[src/rtl/timer_pkg.sv]
// Shared types and constants for the programmable countdown timer.
package timer_pkg;

    localparam int unsigned TIMER_STATE_W = 2;

    typedef enum logic [TIMER_STATE_W-1:0] {
        IDLE    = 2'b00,
        RUN     = 2'b01,
        EXPIRED = 2'b10
    } timer_state_t;

endpackage : timer_pkg

[src/rtl/countdown_timer.sv]
// Programmable down-counter with a load handshake and one-shot or auto-reload expiry.
// Status outputs are decoded straight from the state register; tick is a registered pulse.
module countdown_timer
    import timer_pkg::*;
#(
    parameter int unsigned N = 8
) (
    input  logic         clk,
    input  logic         rst,
    input  logic         load_valid,
    output logic         load_ready,
    input  logic [N-1:0] load_value,
    input  logic         load_reload,
    input  logic         en,
    input  logic         abort,
    input  logic         done_ack,
    output logic [N-1:0] count,
    output logic         tick,
    output logic         done,
    output logic         busy
);

    timer_state_t state_q, state_d;
    logic [N-1:0] count_q, count_d;
    logic [N-1:0] period_q, period_d;
    logic         reload_q, reload_d;
    logic         tick_q, tick_d;

    // Next state, count and tick; abort outranks expiry, reload and acknowledge.
    always_comb begin
        state_d  = state_q;
        count_d  = count_q;
        period_d = period_q;
        reload_d = reload_q;
        tick_d   = 1'b0;

        unique case (state_q)
            IDLE: begin
                if (load_valid) begin
                    period_d = load_value;
                    reload_d = load_reload;
                    count_d  = load_value;
                    state_d  = RUN;
                end
            end
            RUN: begin
                if (abort) begin
                    state_d = IDLE;
                    count_d = '0;
                end else if (en) begin
                    if (count_q != '0) begin
                        count_d = count_q - N'(1);
                    end else begin
                        tick_d = 1'b1;
                        if (reload_q) begin
                            count_d = period_q;
                        end else begin
                            state_d = EXPIRED;
                        end
                    end
                end
            end
            EXPIRED: begin
                count_d = '0;
                if (abort || done_ack) begin
                    state_d = IDLE;
                end
            end
            default: begin
                state_d = IDLE;
                count_d = '0;
            end
        endcase
    end

    always_ff @(posedge clk or posedge rst) begin
        if (rst) begin
            state_q  <= IDLE;
            count_q  <= '0;
            period_q <= '0;
            reload_q <= 1'b0;
            tick_q   <= 1'b0;
        end else begin
            state_q  <= state_d;
            count_q  <= count_d;
            period_q <= period_d;
            reload_q <= reload_d;
            tick_q   <= tick_d;
        end
    end

    assign load_ready = (state_q == IDLE);
    assign busy       = (state_q == RUN);
    assign done       = (state_q == EXPIRED);
    assign count      = count_q;
    assign tick       = tick_q;

endmodule : countdown_timer

[config.mk]
export PLATFORM = sky130hd
export DESIGN_NAME = countdown_timer
export DESIGN_NICKNAME = d
export VERILOG_FILES = /design/src/rtl/timer_pkg.sv /design/src/rtl/countdown_timer.sv
export SDC_FILE = /design/constraint.sdc
export NUM_CORES = 1
export LEC_CHECK = 0
export BUFFER_PORTS_ARGS = -buffer_cell sky130_fd_sc_hd__buf_2
export CAP_MARGIN = 0
export CELL_PAD_IN_SITES_DETAIL_PLACEMENT = 2
export CELL_PAD_IN_SITES_GLOBAL_PLACEMENT = 2
export CORE_ASPECT_RATIO = 1.4
export CORE_MARGIN = 4
export CORE_UTILIZATION = 36
export DETAILED_ROUTE_END_ITERATION = 8
export PLACE_DENSITY_LB_ADDON = 0.1
export SLEW_MARGIN = 15
export SYNTH_ARGS = -nofsm -noshare
export SYNTH_HDL_FRONTEND = slang
export SYNTH_SLANG_ARGS = --single-unit
export TNS_END_PERCENT = 50
[constraint.sdc]
create_clock -name clk -period 5.3 [get_ports clk]
set_clock_uncertainty 0.1 [all_clocks]
set_input_delay 0.265 -clock clk [delete_from_list [all_inputs] [get_ports clk]]
set_output_delay 0.265 -clock clk [all_outputs]
set_load 0.02 [all_outputs]
==> results.md <==
* Post-CTS setup buffers at 0
* CTS max path bufs at 2
* N_diodes at 0
* Port Buf Inserts at 26
* Crit path required time at about 5.4 ns
* Mean area per synthesized cell at approximately 10 µm²
* Top-level I/O count at 27
* Min-delay worst type: in -> async
* # fillers at 377
* Max stage delay on crit path at 0.57 ns
* Post-layout min period at roughly 2.6 ns
* CTS root buf: clkbuf_8
* Setup TNS Final at 0 ns
* Crit-path max FO at 8
* TritonCTS Buffers at 3
* Final Power at between 500 and 600 µW
* GRT overflow at 0
* Detailed Place HPWL at approximately 2.8 mm
* RSZ-0062 raised after global routing: false
* Tot GR Track Use at a little under a fifth
* Final hold violations at 0
* Non-filler cells, final at 186
* TritonRoute pass-1 iters at 4
* WHS at a little under 0.06 ns
* Crit Path Class: reg -> reg
* Core Rows at 25
* Power Dens Cells at ~390 nW/µm²
* Initial antenna violation count at 0
* Cell taking the most area after synthesis: dfrtp_1
* Clock Latency Late Sink at approximately 0.26 ns
* CTS H-tree lvls at 1
* Top cells by area, synth: dfrtp_1 40%, mux2_2 8.1%, nand2b_1 4.5%
* Pleak at about 0.00059 µW
* Startpoint Class: flop
* Core ar. at 3380 µm²
* Final wirelength at between 3 and 4 mm
* Most frequent cells in the layout: 26 x buf_2, 20 x dfrtp_1, 9 x nand2b_1, 9 x mux2_2
* CP max-delay cell: or4_4
* Crit-path cells: inv_1, ha_1, or3b_2, or4_4, and2_4, a311oi_1
* Initial Util at a little under two fifths
* RePlAce Congestion at roughly 0.75
* ANT nets after route at 0
* Fmax at 0.378 GHz
* Post-Syn Area at around 1300 µm²
* PostCTS Resize Cnt at 0
* CP top delay family: simple AND/OR/NAND/NOR gates
* Global-route wire length before repair at between 6 and 7 mm
* CP bufs+invs at 1
* Fin crit share at roughly 50%
* Clock Sinks at 20
* Die H at between 70 and 80 µm
* Layout cells sized above 1 at a little under a third
* Hold-fix buffers, CTS at 0
* Area Growth Syn to Fin at 13.2%
* Seq cells post-synth at 20
* Die ar. at approximately 4500 µm²
* Slew Limit Fails at 0
* Outcome: completed
* Die W at roughly 58 µm
* Initial drt markers at 18
* Max_cap viols at 0
* Number of global-route vias before repair at approximately 1,200
* Asr flop ratio synth at 100%
* EDFF count, synth at 0
* YS warnings at 0
* Worst Max-Slew Pin Slew at between 0.8 and 0.9 ns
* Storage cell area at 500 µm²
* Commonest non-fill, non-tap cell in the layout: buf_2
* Multi-input gate area at around 670 µm²
* Sequential share of the synthesized area at ~40%
* Top FF cell, synth: dfrtp_1
* Total number of vias at roughly 1,100
* Vias per cell at just under 6
* Syn Nets at 141
* WL per Instance at approximately 20 µm
* Post-synthesis cell count at approximately 120
* Clock transition at path regs at around 0.08 ns
* Largest net degree at the start of global routing at 21
* Dpl cells at around 180
* Slew margin rel. at approximately 44%
* Post-synth top area share at between 30 and 40%
* Worst path arrival time at between 2 and 3 ns
* Maximum vdd drop at 0.131 mV
* Setup-failing EPs final at 0
* CTS tree: yes
* Synth cell types at 38
* Worst Setup End Kind: flop
* # DRC at 0
* Total Nets Final at roughly 170
-- through the flow --
| step | setup WS, ns | area, µm² | util [%] |
|---|---|---|---|
| 2_1_floorplan | 2.65 | 1250 | - |
| 3_3_place_gp | 2.74 | 1380 | 40.8 |
| 3_5_place_dp | 2.66 | 1380 | 40.8 |
| 4_1_cts | 2.64 | 1420 | 42.0 |
| 5_1_grt | 2.51 | 1420 | 42.0 |
| 6_report | 2.66 | 1420 | 42.0 |
-- state kept, by name, indices dropped and copies added, names as in the netlist --
register / flops
count: 8
period_q: 8
reload_q: 1
state_q: 2
tick: 1
-- synth_stat cells, types with 2 or more instances --
| cell | number |
|---|---|
| mux2_2 | 9 |
| a311oi_1 | 5 |
| a31oi_1 | 2 |
| o21bai_1 | 2 |
| xnor2_1 | 3 |
| nor2_1 | 3 |
| dfrtp_1 | 20 |
| nor2b_1 | 4 |
| buf_6 | 4 |
| or4_4 | 2 |
| o22ai_1 | 3 |
| inv_1 | 8 |
| clkbuf_1 | 3 |
| nand2b_1 | 9 |
| ha_1 | 2 |
| nor3_1 | 4 |
| o211ai_1 | 3 |
| a21oi_1 | 8 |
| or3b_2 | 2 |
| nand2_1 | 2 |
| nor3b_1 | 5 |
| o21ai_0 | 5 |
-- cells by family after synthesis --
group | after synthesis | synth area share (%)
adder cells (fa/ha/maj) | 2 | 1.99
buffers and inverters | 15 | 6.88
flip-flops | 20 | 39.9
AO/OA/AOI/OAI | 36 | 20.5
AND/OR/NAND/NOR | 39 | 20.5
multiplexers | 9 | 8.08
XOR/XNOR | 3 | 2.09
-- layer usage --
layer  GRT usage [%]  vias up  share of wire, %
met5               0        -                 0
met4            4.64        0              0.95
met3            2.16        5               2.9
met2            33.7       20                55
met1            21.1      553                42
li1                -      508                 -
-- cell type report --
| cell class | count | area share [%] |
|---|---|---|
| Clock buffer | 3 | 2.91 |
| Multi-Input combinational cell | 89 | 47.0 |
| Tap cell | 40 | 3.52 |
| Sequential cell | 20 | 35.2 |
| Timing Repair Buffer | 26 | 9.16 |
| Inverter | 8 | 2.11 |
-- path summary, 6_finish.rpt --
| check | start | to | slack, ns | cells past startpoint |
|---|---|---|---|---|
| max | count[0] | count[7] | 2.66 | 6 |
| min | rst | period_q[6] | 0.06 | 2 |
| max reg2reg | count[0] | count[7] | 2.66 | 6 |
| min reg2reg | period_q[1] | period_q[1] | 0.42 | 1 |
| max in group asynchronous | rst | count[2] | 4.53 | 2 |
| min in group clk | abort | state_q[1] | 0.12 | 2 |
-- where the power goes --
group / switching (µW) / leakage (µW) / internal, µW / total, µW
combinational: 115 / 0.000325 / 92.0 / 207
sequential: 51.8 / 0.000241 / 187 / 239
clock: 54.4 / 0.0000216 / 50.7 / 105
(Power assumes the default switching activity.)
